==> src/rtl/muldiv_seq_ctrl_pkg.sv <==
// Shared types and constants for the sequential RV32M unsigned multiply/divide unit.
// Latency: n/a (declarations only).
// Backpressure: n/a (declarations only).
package muldiv_pkg;

    typedef enum logic [1:0] {
        IDLE,
        CALC,
        DONE
    } state_t;

    typedef enum logic [1:0] {
        OP_MUL,
        OP_MULHU,
        OP_DIVU,
        OP_REMU
    } md_op_t;

    // Quotient returned for a zero divisor; sliced down to the datapath width by users.
    localparam logic [63:0] DIV0_ALL_ONES = '1;

    function automatic logic is_div(md_op_t op);
        return (op == OP_DIVU) || (op == OP_REMU);
    endfunction

endpackage

==> src/rtl/muldiv_seq_ctrl_if.sv <==
// Request/result bundle between the EX stage and the multiply/divide sequencer.
// Latency: n/a (wiring only).
// Backpressure: req_ready gates requests, res_ready holds the result in place.
// Ports: master = requester (EX stage), slave = muldiv_seq_ctrl.
interface muldiv_seq_ctrl_if #(
    parameter int N = 32
);
    import muldiv_pkg::*;

    logic         req_valid;
    logic         req_ready;
    md_op_t       op;
    logic [N-1:0] a;
    logic [N-1:0] b;
    logic         kill;
    logic         res_valid;
    logic         res_ready;
    logic [N-1:0] result;
    logic         busy;

    modport master (
        output req_valid, op, a, b, kill, res_ready,
        input  req_ready, res_valid, result, busy
    );

    modport slave (
        input  req_valid, op, a, b, kill, res_ready,
        output req_ready, res_valid, result, busy
    );

endinterface

==> src/rtl/muldiv_seq_ctrl_addsub.sv <==
// Ripple-carry adder/subtractor: cin=1 inverts y, giving x - y with cout = no-borrow.
// Latency: combinational.
// Backpressure: none.
// Ports: x, y operands; cin carry-in / subtract select; sum result; cout carry out of the MSB.
module addsub_cout #(
    parameter int W = 33
) (
    input  logic [W-1:0] x,
    input  logic [W-1:0] y,
    input  logic         cin,
    output logic [W-1:0] sum,
    output logic         cout
);

    logic [W-1:0] y_eff;
    logic [W:0]   carry;

    always_comb begin
        y_eff    = y ^ {W{cin}};
        carry    = '0;
        carry[0] = cin;
        sum      = '0;
        for (int i = 0; i < W; i++) begin
            sum[i]       = x[i] ^ y_eff[i] ^ carry[i];
            carry[i+1]   = (x[i] & y_eff[i]) | (carry[i] & (x[i] ^ y_eff[i]));
        end
        cout = carry[W];
    end

endmodule

==> src/rtl/muldiv_seq_ctrl.sv <==
// Sequential MUL/MULHU/DIVU/REMU: shift-add multiply, restoring divide on one shared adder.
// Latency: N+1 edges from acceptance (acceptance edge + N iterations); divide-by-zero 1 edge.
// Backpressure: result held in DONE until res_ready; req_ready only in IDLE; kill aborts.
// Ports: clk, rst (async, active-high); bus = slave side of muldiv_seq_ctrl_if.
module muldiv_seq_ctrl
    import muldiv_pkg::*;
#(
    parameter int N     = 32,
    parameter int CNT_W = $clog2(N)
) (
    input  logic             clk,
    input  logic             rst,
    muldiv_seq_ctrl_if.slave bus
);

    localparam logic [N-1:0]     DIV0_QUO = DIV0_ALL_ONES[N-1:0];
    localparam logic [CNT_W-1:0] CNT_LAST = CNT_W'(N - 1);

    state_t           state, state_nxt;
    md_op_t           op_q;
    logic [N-1:0]     b_q;
    // acc_q is hi (multiply) or rem (divide). A restored remainder is always < b,
    // so its top bit is never set and N bits suffice.
    logic [N-1:0]     acc_q;
    logic [N-1:0]     lo_q;     // lo (multiply) or quo (divide)
    logic [N-1:0]     res_q;
    logic [CNT_W-1:0] cnt_q;

    logic [N:0]       add_x, add_y, add_sum;
    logic             add_cin, add_cout;
    logic [N-1:0]     acc_step, lo_step, res_calc;
    logic             last_iter, div0;

    addsub_cout #(.W(N + 1)) u_addsub (
        .x    (add_x),
        .y    (add_y),
        .cin  (add_cin),
        .sum  (add_sum),
        .cout (add_cout)
    );

    assign last_iter = (cnt_q == CNT_LAST);
    assign div0      = is_div(bus.op) && (bus.b == '0);

    // Adder operand mux and one iteration's register update. Outside CALC the
    // adder sees zeros so it does not toggle.
    always_comb begin
        add_x    = '0;
        add_y    = '0;
        add_cin  = 1'b0;
        acc_step = acc_q;
        lo_step  = lo_q;
        if (state == CALC) begin
            if (is_div(op_q)) begin
                // Trial subtract of b from the remainder shifted left by one quotient bit.
                add_x    = {acc_q, lo_q[N-1]};
                add_y    = {1'b0, b_q};
                add_cin  = 1'b1;
                acc_step = add_cout ? add_sum[N-1:0] : add_x[N-1:0];
                lo_step  = {lo_q[N-2:0], add_cout};
            end else begin
                // Adding zero when the multiplier bit is clear keeps one adder path.
                add_x    = {1'b0, acc_q};
                add_y    = lo_q[0] ? {1'b0, b_q} : '0;
                acc_step = add_sum[N:1];
                lo_step  = {add_sum[0], lo_q[N-1:1]};
            end
        end
        case (op_q)
            OP_MUL:   res_calc = lo_step;
            OP_MULHU: res_calc = acc_step;
            OP_DIVU:  res_calc = lo_step;
            default:  res_calc = acc_step;
        endcase
    end

    always_comb begin
        state_nxt     = state;
        bus.req_ready = (state == IDLE);
        bus.res_valid = (state == DONE);
        bus.busy      = (state != IDLE);
        bus.result    = res_q;
        case (state)
            IDLE: if (bus.req_valid) state_nxt = div0 ? DONE : CALC;
            CALC: if (last_iter)     state_nxt = DONE;
            DONE: if (bus.res_ready) state_nxt = IDLE;
            default:                 state_nxt = IDLE;
        endcase
        if (bus.kill) begin
            state_nxt = IDLE;
        end
    end

    always_ff @(posedge clk or posedge rst) begin
        if (rst) begin
            state <= IDLE;
        end else begin
            state <= state_nxt;
        end
    end

    always_ff @(posedge clk or posedge rst) begin
        if (rst) begin
            op_q  <= OP_MUL;
            b_q   <= '0;
            acc_q <= '0;
            lo_q  <= '0;
            res_q <= '0;
            cnt_q <= '0;
        end else if (!bus.kill) begin
            case (state)
                IDLE: begin
                    if (bus.req_valid) begin
                        op_q  <= bus.op;
                        b_q   <= bus.b;
                        acc_q <= '0;
                        lo_q  <= bus.a;
                        cnt_q <= '0;
                        if (div0) begin
                            res_q <= (bus.op == OP_DIVU) ? DIV0_QUO : bus.a;
                        end
                    end
                end
                CALC: begin
                    acc_q <= acc_step;
                    lo_q  <= lo_step;
                    cnt_q <= cnt_q + 1'b1;
                    if (last_iter) begin
                        res_q <= res_calc;
                    end
                end
                default: ;
            endcase
        end
    end

endmodule

==> src/flat_wrapper.sv <==
// flat-port wrapper written by rule: the top's interface ports become plain ports
module muldiv_seq_ctrl_flat import muldiv_pkg::*;
#(
    parameter int N     = 32,
    parameter int CNT_W = $clog2(N)
)
  (clk, rst, bus_req_valid, bus_op, bus_a, bus_b, bus_kill, bus_res_ready, bus_req_ready, bus_res_valid, bus_result, bus_busy);
  muldiv_seq_ctrl_if #(.N(N)) bus_i ();
  input  logic clk;
  input  logic rst;
  input wire logic [$bits(bus_i.req_valid)-1:0] bus_req_valid;
  input wire logic [$bits(bus_i.op)-1:0] bus_op;
  input wire logic [$bits(bus_i.a)-1:0] bus_a;
  input wire logic [$bits(bus_i.b)-1:0] bus_b;
  input wire logic [$bits(bus_i.kill)-1:0] bus_kill;
  input wire logic [$bits(bus_i.res_ready)-1:0] bus_res_ready;
  output wire logic [$bits(bus_i.req_ready)-1:0] bus_req_ready;
  output wire logic [$bits(bus_i.res_valid)-1:0] bus_res_valid;
  output wire logic [$bits(bus_i.result)-1:0] bus_result;
  output wire logic [$bits(bus_i.busy)-1:0] bus_busy;
  assign bus_i.req_valid = bus_req_valid;
  assign bus_i.op = bus_op;
  assign bus_i.a = bus_a;
  assign bus_i.b = bus_b;
  assign bus_i.kill = bus_kill;
  assign bus_i.res_ready = bus_res_ready;
  assign bus_req_ready = bus_i.req_ready;
  assign bus_res_valid = bus_i.res_valid;
  assign bus_result = bus_i.result;
  assign bus_busy = bus_i.busy;
  muldiv_seq_ctrl #(.N(N), .CNT_W(CNT_W)) u_core (.clk(clk), .rst(rst), .bus(bus_i));
endmodule
==> config.mk <==
export PLATFORM = sky130hd
export DESIGN_NAME = muldiv_seq_ctrl_flat
export DESIGN_NICKNAME = d
export VERILOG_FILES = /design/src/rtl/muldiv_seq_ctrl_pkg.sv /design/src/rtl/muldiv_seq_ctrl_if.sv /design/src/rtl/muldiv_seq_ctrl_addsub.sv /design/src/rtl/muldiv_seq_ctrl.sv /design/src/flat_wrapper.sv
export SDC_FILE = /design/constraint.sdc
export NUM_CORES = 1
export LEC_CHECK = 0
export BUFFER_PORTS_ARGS = -buffer_cell sky130_fd_sc_hd__buf_2
export CAP_MARGIN = 5
export CELL_PAD_IN_SITES_DETAIL_PLACEMENT = 1
export CELL_PAD_IN_SITES_GLOBAL_PLACEMENT = 1
export CORE_MARGIN = 4
export CORE_UTILIZATION = 35
export DETAILED_ROUTE_END_ITERATION = 8
export PLACE_DENSITY_LB_ADDON = 0.25
export RECOVER_POWER = 100
export SYNTH_ARGS = -nofsm -noshare
export SYNTH_HDL_FRONTEND = slang
export SYNTH_SLANG_ARGS = --single-unit
==> constraint.sdc <==
create_clock -name clk -period 29.6 [get_ports clk]
set_clock_uncertainty 0.15 [all_clocks]
set_input_delay 5.92 -clock clk [delete_from_list [all_inputs] [get_ports clk]]
set_output_delay 5.92 -clock clk [all_outputs]
set_load 0.05 [all_outputs]
==> out/results.txt, run 1 <==
Outcome - finished with violations
Failing checks - capacitance limit, slew limit
P_leak - 0.00472 µW
Post-layout instance area - 10,100 µm²
Port Buffer Count - 105
CP endpoint kind - flip-flop
I/O pins - 106
Clock insertion delay at the later pin of the skew report - 0.43 ns
Post-synthesis sequential area ratio - 38.5%
Die Ht - 168 µm
Final Max Slew Viols - 394
Prevailing post-synth register cell - dfrtp_1
Final setup viols - 0
Grt ovf - 0
Initial DRC Count - 374
CTS resizes - 0
Fillers - 2,945
Routability congestion estimate - 0.767
Measured slew at the worst slew-check pin - 4.35 ns
First-pass GRT wire length - 40,600 µm
Clock sinks - 137
Crit path required time - 29.66 ns
MaxCap Viol Count - 7
Post-Synthesis Cells - 914
Worst Hold Class - flip-flop to flip-flop
Crit path kind - flip-flop to flip-flop
Routed vias/inst - 5.12
Placed Area - 9610 µm²
Number of remaining DRC errors - 0
Inserted Diodes - 0
Max Root-Sink Buffers - 2
TritonCTS Buffers - 17
Final WL - 24,600 µm
Initial antenna violation count - 0
Async S/R FF share, synth - 100%
Distinct cell type count after synthesis - 45
Post-synth top area share - 38.5%
Type of origin of the critical path - flip-flop
Num rows - 58
Via count - 6,785
Fin. Hold Viols - 0
Syn Std Cell Area - 8910 µm²
Wirelength per Cell - 18.6 µm
Top-count cell post-synth - dfrtp_1
Top post-synthesis cells by area - dfrtp_1 (38%), mux2i_1 (14%), mux2_2 (8.3%), fa_1 (7.2%), o21ai_0 (5.6%)
Number of global-route vias before repair - 7,060
Period utilisation layout - 68.0%
Hold bufs inserted after CTS - 0
Largest fanout on the critical path - 37
GRT Total Usage - 17.9%
Fraction of layout cells with a size suffix above 1 - 18.5%
PwrDens - 62.7 nW/µm²
Number of enable flip-flop cells after synthesis - 0
Syn Nets - 1,019
CTS root buffer - clkbuf_16
Slowest CP cell - clkbuf_1
Routed Antenna Nets - 0
Synthesized area per cell - 9.75 µm²
Die Wd - 168 µm
CP dominant cell by count - fa_1
CP arrival - 20.20 ns
Worst IR Drop VDD - 32.1 µV
CTS tree - built
Final HPWL DP - 17,200 µm
CTS H-tree depth - 4
Post-CTS Setup Bufs - 0
Post-synth top cells - dfrtp_1 (137), mux2i_1 (124), nor2_1 (104)
Max incr delay on CP - 1.70 ns
Synth Warn # - 0
Period minus WS final - 20.14 ns
#FFs+latches synth - 137
Area leader, netlist - dfrtp_1
Full die area - 28,100 µm²
Largest net degree at the start of global routing - 105
Setup TNS - 0 ns
Core Box Area - 25,100 µm²
Router iterations before antenna repair - 5
Power Total - 635 µW
Relative slew margins - -190%
Peak Freq - 49.7 MHz
Area Growth Syn to Fin - 13.7%
RSZ-0062 raised after global routing - no
CTS clk-pin slew, worst paths - 0.06 ns
Nets - 1,088
Initial Util - 35.5%
## registers in the layout, indices dropped and copies added, names as in the netlist
signal / flops
u_core.lo_q: 32
u_core.acc_q: 32
u_core.b_q: 32
u_core.state: 2
u_core.op_q: 2
u_core.bus.result: 32
u_core.cnt_q: 5
## worst paths after layout
check / startpoint / to / slack, ns / cells after the start
worst min register to register: u_core.cnt_q[4] / u_core.cnt_q[4] / 0.34 / 2
worst max register to register: u_core.op_q[1] / u_core.bus.result[10] / 9.46 / 43
max in group asynchronous: rst / u_core.bus.result[23] / 18.25 / 3
worst min-delay path: u_core.cnt_q[4] / u_core.cnt_q[4] / 0.34 / 2
worst max-delay path: u_core.op_q[1] / u_core.bus.result[10] / 9.46 / 43
min in group asynchronous: rst / u_core.bus.result[4] / 6.21 / 2
## area by class of cell
class                      count  area [µm²]  share of cell area (%)
timing repair buffer         119         562                    5.55
clock inverter                15         166                    1.64
inverter                      37         140                    1.38
multi-input combinational    671        4990                    49.3
sequential                   137        3430                    33.9
tap                          330         413                    4.08
clock buffer                  17         425                    4.20
## placed cells by master, fill, tap and decap left out, types with 5 or more instances in the layout
cell type / count
nor4_1: 5
clkbuf_1: 43
inv_1: 36
mux2i_1: 124
o21ai_0: 100
buf_2: 68
clkbuf_16: 17
nor2b_1: 28
dfrtp_1: 137
xnor2_1: 32
buf_4: 8
a21oi_1: 34
nand2_1: 74
fa_1: 32
mux2_2: 66
o22ai_1: 30
inv_6: 6
nor2_1: 104
## routing by layer
layer  share of wire (%)  up-vias  GRT usage (%)
met2                  41      137           25.6
met3                 3.6       15           2.43
li1                    -     3270              -
met1                  54     3363           28.4
met4                 1.0        0           4.23
met5                   0        -              0
## stage by stage
step	worst slack, ns	utilization (%)	instances	hold WS, ns
4_1_cts	12.01	40.6	1326	0.344
3_3_place_gp	12.15	38.3	1294	0.319
3_5_place_dp	12.04	38.3	1294	0.330
6_report	9.46	40.3	1326	0.339
2_1_floorplan	13.04	-	914	0.304
5_1_grt	8.52	40.3	1326	0.385
## power breakdown
part           internal [µW]  leakage (µW)  total [µW]  switching (µW)
Combinational           77.5       0.00281         174            96.3
Sequential               212       0.00163         243            30.7
Clock                    126      0.000282         219            92.9
## critical path: cells and delay by family (launching register included)
family / cells / cell delay [ns]
and+or+nand+nor: 2 / 0.21
muxes: 4 / 1.26
DFF: 1 / 1.31
buffers and inverters: 4 / 2.64
AOI/OAI and AO/OA: 1 / 0.16
adders and majority gates: 32 / 14.16
## cells by family after synthesis
kind of cell	Yosys count	synth area share [%]
compound gates	177	10.7
flops	137	38.5
simple gates	235	11.8
buf+inv	106	5.81
mux	191	22.4
xor+xnor	34	3.34
fa+ha+maj	34	7.47
No activity file was read; power rests on OpenSTA's default activity.
==> inputs of run 2 (changes only) <==
Clock period 29.6 ns to 16.6 ns, I/O delays scaled along.
==> run 2 against run 1 <==
The run still ends with capacitance limit, slew limit left; critical path depth rose by 1; clock power grew 68%; sequential share of layout area decreased by 0.44 points; non-clock buffer count up 17; combinational power is 91% higher; critical endpoint is now u_core.bus.result[27]; largest cell class unchanged.
==> out/results.txt, run 2 (same netlist as run 1, synthesis figures left out) <==
Core Box Area - 25,100 µm² (unchanged)
Peak Freq - 62.7 MHz (+26%)
Initial antenna violation count - 0 (unchanged)
Period utilisation layout - 96.1% (+28 points)
Port Buffer Count - 105 (unchanged)
Crit path required time - 16.72 ns (-12.94 ns)
Most frequent cells in the layout - dfrtp_1 (136), mux2i_1 (120), nor2_1 (104)
CTS root buffer - clkbuf_16
Grt ovf - 0 (unchanged)
Full die area - 28,100 µm² (unchanged)
I/O pins - 106 (unchanged)
Worst Reg-to-Reg Cells - 44 (+2.3%)
Largest net degree at the start of global routing - 105 (unchanged)
Max Root-Sink Buffers - 2 (unchanged)
GRT Total Usage - 18.4% (+0.51 points)
Min-Delay Path Depth - 1 (-1)
MaxCap Viol Count - 4 (-3)
Worst hold slack - 0.355 ns (+0.0163 ns)
Nets - 1,105 (+1.6%)
Router iterations before antenna repair - 4 (-1)
Worst Hold Class - flip-flop to flip-flop
First-pass GRT wire length - 41,400 µm (+2.0%)
Type of origin of the critical path - flip-flop
Routed Antenna Nets - 0 (unchanged)
CP endpoint kind - flip-flop
Initial Util - 35.5% (unchanged)
CTS clk-pin slew, worst paths - 0.06 ns (about the same)
Final WL - 25,700 µm (+4.2%)
Measured slew at the worst slew-check pin - 4.33 ns (-0.0167 ns)
Relative slew margins - -189% (+1.1 points)
CP dominant cell by count - fa_1
Area Growth Syn to Fin - 15.3%
Setup TNS - 0 ns (unchanged)
Die Ht - 168 µm (unchanged)
Final HPWL DP - 17,800 µm (+3.1%)
Wirelength per Cell - 19.1 µm (+2.8%)
Reg2reg setup slack - 0.64 ns (-8.82 ns)
Number of global-route vias before repair - 7,296 (+3.3%)
Routability congestion estimate - 0.820 (+7.0%)
CP arrival - 16.08 ns (-4.12 ns)
Number of remaining DRC errors - 0 (unchanged)
End of the worst register-to-register path - u_core.bus.result[27]
Outcome - finished with violations
Max incr delay on CP - 0.47 ns (-1.23 ns)
Die Wd - 168 µm (unchanged)
Final setup viols - 0 (unchanged)
Worst slack at placement - -0.122 ns (-12.16 ns)
Num rows - 58 (unchanged)
RR Startpoint - u_core.op_q[1]
Fin. Hold Viols - 0 (unchanged)
Via count - 6,916 (+1.9%)
CTS tree - built
Final Worst Setup Slack - 0.640 ns (-8.82 ns)
Worst IR Drop VDD - 65.1 µV (+100%)
Worst min-delay path startpoint - u_core.bus.result[29]
Core Util, Final - 40.9% (+0.58 points)
Clock sinks - 137 (unchanged)
Initial DRC Count - 374 (unchanged)
Failing checks - capacitance limit, slew limit
PwrDens - 109 nW/µm² (+74%)
Routed vias/inst - 5.15 (+0.57%)
Crit path kind - flip-flop to flip-flop
CTS H-tree depth - 4 (unchanged)
Slowest CP cell - fa_1
Fraction of layout cells with a size suffix above 1 - 21.5% (+3.0 points)
Clock insertion delay at the later pin of the skew report - 0.42 ns (about the same)
Period minus WS final - 15.96 ns (-4.18 ns)
P_leak - 0.00476 µW (+0.70%)
Final Max Slew Viols - 284 (-28%)
Hold Crit Endpoint - u_core.bus.result[29]
TritonCTS Buffers - 17 (unchanged)
CP startpoint - u_core.op_q[1]
Largest fanout on the critical path - 8 (-78%)
Commonest non-fill, non-tap cell in the layout - dfrtp_1
[run 2: changes by cell type in the layout (fill, tap and decap cells not counted), moves of 4 or more]
cell     change
buf_4       +18
fa_1        -11
fa_2        +11
mux2i_1      -4
mux2i_2      +4
[run 2: worst max-delay path, delay by kind of cell, from the launching register on]
| family | cells | cell delay [ns] |
|---|---|---|
| fa+ha+maj | 32 | 13.58 |
| mux | 3 | 0.59 |
| buf+inv | 4 | 0.52 |
| flops | 1 | 0.46 |
| simple gates | 3 | 0.25 |
| compound gates | 2 | 0.25 |
[run 2: final cells by class]
class | count | area, µm²
clock inverter | 14 | 125
antenna | 1 | 2.50
inverter | 37 | 140
sequential | 137 | 3430
tap | 330 | 413
clock buffer | 18 | 429
timing repair buffer | 136 | 712
multi-input combinational | 671 | 5020
fill | 2952 | 14800
[run 2: per-layer routing]
metal | GRT usage (%) | share of wire, %
met5 | 0 | 0
met1 | 28.7 | 53
met4 | 4.59 | 0.96
met3 | 2.55 | 3.5
met2 | 26.7 | 43
[run 2: repair_timing]
action                     in CTS  in global routing
cloned                          0                  0
setup endpoints to repair      27                 64
setup buffers                   0                  2
hold buffers                    0                  0
gates resized for setup         3                 13
pin swaps                       1                  1
[run 2: how the worst max path moves through the flow]
stage / endpoint / slack (ns)
4_1_cts: u_core.bus.result[26] / 0.02
2_1_floorplan: u_core.bus.result[9] / 0.04
3_5_place_dp: u_core.bus.result[19] / -0.12
3_3_place_gp: u_core.bus.result[19] / -0.009
5_1_grt: u_core.bus.result[26] / -0.007
6_report: u_core.bus.result[27] / 0.64
[run 2: stage by stage]
stage                     instance area, µm²  instances  power, µW
after floorplan                         8910        914        662
after global placement                  9740       1309        749
after detailed placement                9740       1309        758
after CTS                              10300       1341       1130
after global routing                   10300       1343       1190
final                                  10300       1344       1120
[run 2: power breakdown]
group,total (µW),internal (µW),switching (µW)
combinational,332,145,187
sequential,423,379,44.2
clock,368,207,161
total,1120,730,392
==> inputs of run 3 (changes only) <==
Clock period 16.6 ns to 15.9 ns, I/O delays scaled along.
==> run 3 against run 2 <==
The flow still finishes with violations (capacitance limit, slew limit); die area stayed put; flip-flop and latch count stayed put; count of clock-buffer cells in the layout is 1 lower; sequential power is 4.7% higher; fmax is 3.0% higher; global-route usage is 0.10 points higher; cell count hardly changed; worst hold slack worse by 0.015 ns; first-iteration DRC count is 3.2% lower; highest routed layer is now met5.
==> out/results.txt, run 3 (same netlist as run 1, synthesis figures left out) <==
Final Max Slew Viols - 179 (-37%)
Outcome - finished with violations
I/O pins - 106 (unchanged)
Number of global-route vias before repair - 7,188 (-1.5%)
Area Growth Syn to Fin - 16.1%
Die Wd - 168 µm (unchanged)
CP arrival - 15.62 ns (-0.46 ns)
RR Startpoint - u_core.op_q[1]
Routed vias/inst - 5.10 (-0.97%)
Worst min-delay path startpoint - u_core.cnt_q[4]
Initial antenna violation count - 2 (+2)
Relative slew margins - -194% (-4.8 points)
MaxCap Viol Count - 3 (-1)
Crit path required time - 16.03 ns (-0.69 ns)
Number of remaining DRC errors - 0 (unchanged)
Fraction of layout cells with a size suffix above 1 - 22.9% (+1.4 points)
Nets - 1,105 (unchanged)
Area of the multi-input gates - 5060 µm² (+0.90%)
Period utilisation layout - 97.4% (+1.3 points)
Commonest non-fill, non-tap cell in the layout - dfrtp_1
Peak Freq - 64.5 MHz (+3.0%)
Max incr delay on CP - 0.52 ns (+0.05 ns)
Max Root-Sink Buffers - 2 (unchanged)
Final HPWL DP - 17,500 µm (-1.6%)
Router iterations before antenna repair - 6 (+2)
Wirelength per Cell - 19.2 µm (+0.52%)
Routability congestion estimate - 0.795 (-3.0%)
CP dominant cell by count - fa_2
GRT Total Usage - 18.5% (+0.10 points)
Port Buffer Count - 105 (unchanged)
Via count - 6,844 (-1.0%)
CTS tree - built
CP startpoint - u_core.op_q[1]
Core Util, Final - 41.2% (+0.30 points)
RSZ-0062 raised after global routing - no
Worst Hold Class - flip-flop to flip-flop
Largest net degree at the start of global routing - 128 (+22%)
Num rows - 58 (unchanged)
Worst IR Drop VDD - 75.0 µV (+15%)
First-pass GRT wire length - 41,700 µm (+0.73%)
CP endpoint kind - flip-flop
P_leak - 0.00474 µW (-0.23%)
Fin. Hold Viols - 0 (unchanged)
Routed Antenna Nets - 0 (unchanged)
Initial Util - 35.5% (unchanged)
Largest fanout on the critical path - 33 (+25)
Core Box Area - 25,100 µm² (unchanged)
CTS root buffer - clkbuf_16
TritonCTS Buffers - 17 (unchanged)
CTS H-tree depth - 4 (unchanged)
Type of origin of the critical path - flip-flop
Final setup viols - 0 (unchanged)
Register area - 3430 µm² (unchanged)
Inserted Diodes - 0 (-1)
CTS clk-pin slew, worst paths - 0.07 ns (about the same)
Grt ovf - 0 (unchanged)
Placed Area - 9790 µm² (+0.57%)
Crit path kind - flip-flop to flip-flop
Most frequent cells in the layout - dfrtp_1 (136), mux2i_1 (114), nor2_1 (104)
Clock insertion delay at the later pin of the skew report - 0.43 ns (about the same)
Initial DRC Count - 362 (-3.2%)
Measured slew at the worst slew-check pin - 4.38 ns (+0.0483 ns)
Failing checks - capacitance limit, slew limit
Post-CTS Setup Bufs - 0 (unchanged)
Die Ht - 168 µm (unchanged)
Fillers - 2,939 (-0.44%)
PwrDens - 115 nW/µm² (+5.2%)
Slowest CP cell - dfrtp_4
Final WL - 25,800 µm (+0.44%)
Post-layout instance area - 10,300 µm² (+0.73%)
Full die area - 28,100 µm² (unchanged)
Clock sinks - 137 (unchanged)
Period minus WS final - 15.49 ns (-0.468 ns)
==> run 3: cell count changes in the layout (fill, tap and decap cells not counted), moves of 2 or more <==
cell,previous run,this run
clkinv_2,3,0
clkinv_4,1,3
inv_8,0,5
mux2i_2,4,10
mux2_2,66,64
fa_2,11,20
mux2i_1,120,114
fa_1,21,12
clkinvlp_4,6,2
mux2_1,1,3
buf_4,26,24
==> run 3: worst paths after layout <==
kind,endpoint,slack (ns),depth (start not counted)
min,u_core.cnt_q[4],0.34,2
max,u_core.bus.result[14],0.41,43
max reg2reg,u_core.bus.result[14],0.41,43
min reg2reg,u_core.cnt_q[4],0.34,2
max in group asynchronous,u_core.acc_q[12],8.06,3
min in group asynchronous,u_core.bus.result[5],3.93,2
==> run 3: per-layer routing <==
| metal | wire, µm | vias to the layer above | global-route usage, % | share of wire (%) |
|---|---|---|---|---|
| met4 | 109 | 2 | 3.74 | 0.42 |
| met3 | 1150 | 8 | 3.02 | 4.5 |
| li1 | - | 3311 | - | - |
| met2 | 11000 | 130 | 27.4 | 43 |
| met5 | 16 | - | 0 | 0.062 |
| met1 | 13500 | 3393 | 28.5 | 52 |
==> run 3: repair_timing <==
item,4_1_cts,5_1_grt
pin swaps,0,1
hold buffers,0,0
endpoints found under the setup margin,35,65
resized for setup,6,20
==> run 3: layout make-up <==
cell class                 instances  area share, %
inverter                          37           1.35
clock buffer                      17           4.11
clock inverter                    15           1.44
multi-input combinational        671           48.9
timing repair buffer             136           7.00
sequential                       137           33.2
tap                              330           3.99
==> run 3: critical path: cells and delay by family, from the launching register on <==
kind	cells	cell delay, ns
fa+ha+maj	32	13.17
mux	4	0.66
flops	1	0.52
buf+inv	4	0.51
simple gates	2	0.15
compound gates	1	0.14
==> run 3: stage by stage <==
| step | hold slack [ns] | setup TNS (ns) | worst slack (ns) | power, µW | cells |
|---|---|---|---|---|---|
| 6_report | 0.340 | 0 | 0.408 | 1190 | 1343 |
| 5_1_grt | 0.387 | 0 | 0.0219 | 1260 | 1343 |
| 4_1_cts | 0.344 | 0 | 0.0338 | 1200 | 1343 |
| 3_5_place_dp | 0.330 | -0.214 | -0.0392 | 795 | 1311 |
| 3_3_place_gp | 0.319 | 0 | 0.105 | 786 | 1311 |
| 2_1_floorplan | 0.304 | 0 | 0.0383 | 694 | 914 |
==> run 3: power by group <==
part	leakage [µW]	switching, µW	internal (µW)	total (µW)
combinational	0.00283	196	155	351
clock	0.000277	187	209	396
sequential	0.00163	47.7	395	443
total	0.00474	431	759	1190
